**src/rtl/approx_mul8_seq_if.sv**
```systemverilog
`default_nettype none
// ============================================================================
// Module      : approx_mul8_seq_if
// Description : Operand/result handshake bundle for the approx_mul8_seq
//               multiplier. The master side presents operands and accepts the
//               product. The slave side is the multiplier.
// Revision    : 1.0 - initial release
// ============================================================================
interface approx_mul8_seq_if;
    logic        in_valid;
    logic        in_ready;
    logic [7:0]  a;
    logic [7:0]  b;
    logic        out_valid;
    logic        out_ready;
    logic [15:0] product;
    logic        busy;

    modport master (
        output in_valid, a, b, out_ready,
        input  in_ready, out_valid, product, busy
    );

    modport slave (
        input  in_valid, a, b, out_ready,
        output in_ready, out_valid, product, busy
    );
endinterface
`default_nettype wire

```
**src/rtl/approx_mul8_seq.sv**
```systemverilog
`default_nettype none
// ============================================================================
// Module      : approx_mul8_seq
// Description : Sequential radix-2 shift-and-add 8x8 unsigned multiplier.
//               One multiplier bit is consumed per cycle. The low APPROX_BITS
//               accumulator columns are merged with a carry-free OR. The upper
//               columns use exact addition.
//               Optional macro APPROX_MUL_EARLY_EXIT_EN ends the RUN phase
//               once the remaining multiplier bits are all zero.
// Revision    : 1.0 - initial release
// ============================================================================
module approx_mul8_seq #(
    parameter int APPROX_BITS = 4
) (
    input  wire logic          clk,
    input  wire logic          rst,
    approx_mul8_seq_if.slave   bus
);

    localparam logic [1:0] c_IDLE = 2'd0;
    localparam logic [1:0] c_RUN  = 2'd1;
    localparam logic [1:0] c_DONE = 2'd2;

    logic [1:0]  r_state;
    logic [1:0]  w_state_next;
    logic [7:0]  r_a;
    logic [7:0]  r_b;
    logic [15:0] r_acc;
    logic [15:0] r_product;
    logic [2:0]  r_cnt;
    logic [15:0] w_pp;
    logic [15:0] w_acc_sum;
    logic [15:0] w_acc_next;
    logic        w_last;
    logic        w_in_ready;
    logic        w_out_valid;
    logic        w_busy;

    // Partial product for the current multiplier bit.
    assign w_pp = {8'd0, r_a} << r_cnt;

    // Accumulator update: OR in the low columns, exact add above them.
    // The low field deliberately produces no carry into the high field.
    generate
        if (APPROX_BITS == 0) begin : g_exact
            assign w_acc_sum = r_acc + w_pp;
        end else begin : g_approx
            assign w_acc_sum[APPROX_BITS-1:0] = r_acc[APPROX_BITS-1:0] | w_pp[APPROX_BITS-1:0];
            assign w_acc_sum[15:APPROX_BITS]  = r_acc[15:APPROX_BITS] + w_pp[15:APPROX_BITS];
        end
    endgenerate

    assign w_acc_next = r_b[r_cnt] ? w_acc_sum : r_acc;

`ifdef APPROX_MUL_EARLY_EXIT_EN
    // Finish once no set multiplier bits remain above the current one.
    assign w_last = (r_cnt == 3'd7) || (((r_b >> r_cnt) >> 1) == 8'd0);
`else
    assign w_last = (r_cnt == 3'd7);
`endif

    // State register.
    always_ff @(posedge clk) begin
        if (rst) begin
            r_state <= c_IDLE;
        end else begin
            r_state <= w_state_next;
        end
    end

    // Next-state logic and handshake outputs decoded from the state.
    always_comb begin
        w_state_next = r_state;
        w_in_ready   = 1'b0;
        w_out_valid  = 1'b0;
        w_busy       = 1'b0;
        case (r_state)
            c_IDLE: begin
                w_in_ready = 1'b1;
                if (bus.in_valid) begin
                    w_state_next = c_RUN;
                end
            end
            c_RUN: begin
                w_busy = 1'b1;
                if (w_last) begin
                    w_state_next = c_DONE;
                end
            end
            c_DONE: begin
                w_busy      = 1'b1;
                w_out_valid = 1'b1;
                if (bus.out_ready) begin
                    w_state_next = c_IDLE;
                end
            end
            default: begin
                w_state_next = c_IDLE;
            end
        endcase
    end

    // Operand capture, shift-and-add accumulation and product latch.
    always_ff @(posedge clk) begin
        if (rst) begin
            r_a       <= 8'd0;
            r_b       <= 8'd0;
            r_acc     <= 16'd0;
            r_cnt     <= 3'd0;
            r_product <= 16'd0;
        end else begin
            case (r_state)
                c_IDLE: begin
                    if (bus.in_valid) begin
                        r_a   <= bus.a;
                        r_b   <= bus.b;
                        r_acc <= 16'd0;
                        r_cnt <= 3'd0;
                    end
                end
                c_RUN: begin
                    r_acc <= w_acc_next;
                    r_cnt <= r_cnt + 3'd1;
                    if (w_last) begin
                        r_product <= w_acc_next;
                    end
                end
                default: begin
                end
            endcase
        end
    end

    assign bus.in_ready  = w_in_ready;
    assign bus.out_valid = w_out_valid;
    assign bus.busy      = w_busy;
    assign bus.product   = r_product;

endmodule
`default_nettype wire

```
**src/flat_wrapper.sv**
```systemverilog
// flat-port wrapper written by rule: the top's interface ports become plain ports
module approx_mul8_seq_flat 
#(
    parameter int APPROX_BITS = 4
)
  (clk, rst, bus_in_valid, bus_a, bus_b, bus_out_ready, bus_in_ready, bus_out_valid, bus_product, bus_busy);
  approx_mul8_seq_if bus_i ();
  input  wire logic clk;
  input  wire logic rst;
  input wire logic [$bits(bus_i.in_valid)-1:0] bus_in_valid;
  input wire logic [$bits(bus_i.a)-1:0] bus_a;
  input wire logic [$bits(bus_i.b)-1:0] bus_b;
  input wire logic [$bits(bus_i.out_ready)-1:0] bus_out_ready;
  output wire logic [$bits(bus_i.in_ready)-1:0] bus_in_ready;
  output wire logic [$bits(bus_i.out_valid)-1:0] bus_out_valid;
  output wire logic [$bits(bus_i.product)-1:0] bus_product;
  output wire logic [$bits(bus_i.busy)-1:0] bus_busy;
  assign bus_i.in_valid = bus_in_valid;
  assign bus_i.a = bus_a;
  assign bus_i.b = bus_b;
  assign bus_i.out_ready = bus_out_ready;
  assign bus_in_ready = bus_i.in_ready;
  assign bus_out_valid = bus_i.out_valid;
  assign bus_product = bus_i.product;
  assign bus_busy = bus_i.busy;
  approx_mul8_seq #(.APPROX_BITS(APPROX_BITS)) u_core (.clk(clk), .rst(rst), .bus(bus_i));
endmodule
```
**config.mk**
```make
export PLATFORM = sky130hd
export DESIGN_NAME = approx_mul8_seq_flat
export DESIGN_NICKNAME = d
export VERILOG_FILES = /design/src/rtl/approx_mul8_seq_if.sv /design/src/rtl/approx_mul8_seq.sv /design/src/flat_wrapper.sv
export SDC_FILE = /design/constraint.sdc
export NUM_CORES = 1
export LEC_CHECK = 0
export CORE_MARGIN = 2
export CORE_UTILIZATION = 45
export DETAILED_ROUTE_END_ITERATION = 16
export GPL_ROUTABILITY_DRIVEN = 0
export GPL_TIMING_DRIVEN = 0
export PLACE_DENSITY = 0.67
export SYNTH_ARGS = -nofsm -noshare
export SYNTH_HDL_FRONTEND = slang
export SYNTH_SLANG_ARGS = --single-unit
```
**constraint.sdc**
```tcl
create_clock -name clk -period 5.17 [get_ports clk]
set_input_delay 1.2925 -clock clk [delete_from_list [all_inputs] [get_ports clk]]
set_output_delay 1.2925 -clock clk [all_outputs]
set_load 0.05 [all_outputs]
```
==> results by group <==
Run status
  – Status: finished, final reports clean

Floorplan
  – Rows: 30
  – IO Count: 39
  – Core Area: 6720 um2
  – Die area: 7550 um2
  – Die width: 86.9 um
  – Starting Density: 46.0%
  – Die Y: 86.9 um

Drt
  – Wire length on met2: 3730 um
  – Via density: 5.49
  – Max Used Layer: met4
  – Vias: 2,827
  – Final ANT Viol Nets: 0
  – Final WL: 7590 um
  – Drt initial violations: 109
  – Wire length on met3: 362 um
  – Met1 Routed Length: 3390 um
  – TritonRoute pass-1 iters: 4
  – DRC Markers: 0
  – WL/cell: 14.7 um

STA
  – Setup TNS Final: 0 ps
  – Skew final: 9.16 ps
  – Setup violations, final: 0
  – Unrepaired setup endpoints after global routing: no
  – Period utilization: 68.1%
  – Hold_ws: 460 ps
  – Max-Slew Margin vs Limit: 53.2%
  – Max-slew violations: 0
  – Final hold violation count: 0
  – Tightest Pin Transition: 702 ps
  – Fmax: 284 MHz
  – Final worst path period need: 3520 ps

Critical path
  – Cells on worst reg2reg path: 13
  – Worst r2r src: u_core.r_cnt[1]$_SDFFE_PP0P_
  – Crit path max fanout: 10
  – R2R Setup Slk: 1650 ps
  – Req. time, crit path: 5340 ps
  – Crit path from: u_core.r_cnt[1]$_SDFFE_PP0P_
  – Crit path launch type: flop
  – Arrival time worst endpoint: 3690 ps
  – Crit path to: u_core.r_acc[15]$_SDFFE_PP0P_
  – Crit path capture type: flop
  – R2r endpoint: u_core.r_acc[15]$_SDFFE_PP0P_
  – Crit Path Class: reg2reg

Synthesis
  – Post-synth EDFFs: 0
  – Post-Syn Area per Cell: 7.93 um2
  – Warnings from Yosys: 0
  – Synth top cells by count: nand2_1, dfxtp_1, nor2_1
  – Most frequent cell after synthesis: nand2_1
  – Distinct cells, synth: 50
  – Dominant cell type by area after synthesis: dfxtp_1
  – Post-synth top flop: dfxtp_1
  – Ys async rst share: 0%
  – Synthesized netlist net count: 427
  – Synthesized cell area: 3090 um2
  – Register area share after synthesis: 34.3%
  – Synth Register Bits: 53
  – Area share of the largest cell type after synthesis: 34.3%
  – Largest cells by area after synthesis: dfxtp_1, nand2_1, a21oi_1
  – Cell count after synthesis: 390

Flow run
  – Max cap viols: 0

Global route
  – Number of global-route vias before repair: 2,646
  – First-pass GRT wire length: 12,600 um
  – GRT Total Usage: 21.2%
  – Overflow after GRT: 0
  – Largest net degree at the start of global routing: 18
  – Initial antenna violation count: 0

Final layout
  – P&R area growth vs syn: 18.2%
  – Final nets: 471
  – Ant. Diodes: 0
  – Layout cell share with drive strength beyond 1: 7.59%

Clocking
  – Post-CTS Setup Repair Bufs: 0
  – Num Clock Sinks: 53
  – Bufs on Longest Clock Path: 2
  – CTS buffer count: 5
  – Root buf cell: clkbuf_8
  – Resize count post-CTS: 0
  – Cts hold-fix bufs: 0
  – Htree depth: 2
  – CTS tree: done
  – Clock latency on the worst-skew pair: 320 ps
  – Clock Pin Slew Worst Setup and Hold Paths: 100 ps

Placed design
  – IO buf count: 37
  – HPWL after detailed placement: 5850 um

Power and ir drop
  – Worst vdd ir: 284 uV
  – Lkg Pwr: 0.00137 uW
  – Power density over the cells: 325 nW/um2

Worst hold path
  – Min-delay worst type: reg2reg
[power by group]
| part | switching, uW | leakage (uW) | internal (uW) | total [uW] |
|---|---|---|---|---|
| clock network | 147 | 0.0000481 | 96.5 | 244 |
| registers | 21.4 | 0.000430 | 439 | 461 |
| logic | 308 | 0.000894 | 176 | 484 |
[cell type report]
| type | count | area [um2] |
|---|---|---|
| timing repair buffer | 37 | 370 |
| sequential | 53 | 1060 |
| multi-input combinational | 296 | 1840 |
| inverter | 17 | 63.8 |
| tap | 80 | 100 |
| fill | 650 | 3060 |
| clock buffer | 5 | 68.8 |
| buffer | 24 | 130 |
| clock inverter | 3 | 22.5 |
[through the flow]
stage / cells / utilization [%] / setup WS, ps / total power, uW / cell area (um2)
6_report: 515 / 54.4 / 1650 / 1190 / 3650
5_1_grt: 515 / 54.4 / 1380 / 1270 / 3650
4_1_cts: 515 / 54.4 / 1670 / 1200 / 3650
3_5_place_dp: 507 / 53.0 / 1690 / 959 / 3560
3_3_place_gp: 507 / 53.0 / 1790 / 948 / 3560
2_1_floorplan: 390 / - / 2310 / 831 / 3090
[cell usage in the layout, fill, tap and decap left out, types with 3 or more instances in the layout]
cell type,synthesis,layout
mux2i_1,10,10
xnor2_1,6,6
a311oi_2,4,4
nand2_1,65,65
nor2_1,47,47
a32oi_1,3,3
ha_1,16,16
a21oi_1,42,42
nor3_1,7,7
o211ai_1,3,3
clkbuf_1,17,17
nand3_1,4,4
a31oi_1,3,3
dfxtp_1,53,53
clkdlybuf4s50_1,0,37
o21a_1,3,3
inv_1,17,17
o21ai_1,3,3
and2_1,4,4
clkbuf_8,0,5
mux2_2,4,4
buf_6,5,5
a22oi_1,10,10
nor2b_1,4,4
o21ai_0,24,24
[worst min-delay path by stage]
| stage | start | to | slack (ps) | cells past startpoint |
|---|---|---|---|---|
| 6_report | u_core.r_b[2]$_SDFFE_PP0P_ | u_core.r_b[2]$_SDFFE_PP0P_ | 460 | 2 |
| 5_1_grt | u_core.r_b[6]$_SDFFE_PP0P_ | u_core.r_b[6]$_SDFFE_PP0P_ | 480 | 2 |
| 4_1_cts | u_core.r_b[2]$_SDFFE_PP0P_ | u_core.r_b[2]$_SDFFE_PP0P_ | 460 | 2 |
| 3_5_place_dp | u_core.r_b[2]$_SDFFE_PP0P_ | u_core.r_b[2]$_SDFFE_PP0P_ | 440 | 2 |
| 3_3_place_gp | u_core.r_b[4]$_SDFFE_PP0P_ | u_core.r_b[4]$_SDFFE_PP0P_ | 440 | 2 |
| 2_1_floorplan | u_core.r_b[2]$_SDFFE_PP0P_ | u_core.r_b[2]$_SDFFE_PP0P_ | 430 | 2 |
[layer usage]
layer / GRT usage [%] / vias to the layer above
li1: - / 1449
met1: 26.1 / 1305
met2: 37.6 / 65
met3: 3.89 / 8
met4: 6.11 / 0
met5: 0 / -
[logic make-up (layout without fill, tap and decap cells)]
kind of cell    count (synthesis)  count (layout)  share of synthesized area, %
compound gates                114             114                          24.8
flops                          53              53                          34.3
mux                            16              16                          5.91
fa+ha+maj                      17              17                          7.12
buf+inv                        41              86                          6.27
simple gates                  143             143                          19.9
xor+xnor                        6               6                          1.70
[critical path: stages, from the launching register on]
cell       delay [ps]
dfxtp_1           360
buf_6             150
clkbuf_1          390
mux2i_1           290
a21oi_1           130
a21oi_1           300
inv_1              80
ha_1              300
a211oi_1          390
o21ai_0           170
a31oi_1           420
nor2b_1            90
o2111ai_1         190
a31oi_1           100
[registers in the layout, summed over array words and instances (netlist names)]
signal	count
u_core.bus.product	16
u_core.r_cnt	3
u_core.r_state	2
u_core.r_acc	16
u_core.r_b	8
u_core.r_a	8
Note: power is estimated with default switching activity, not from simulation.
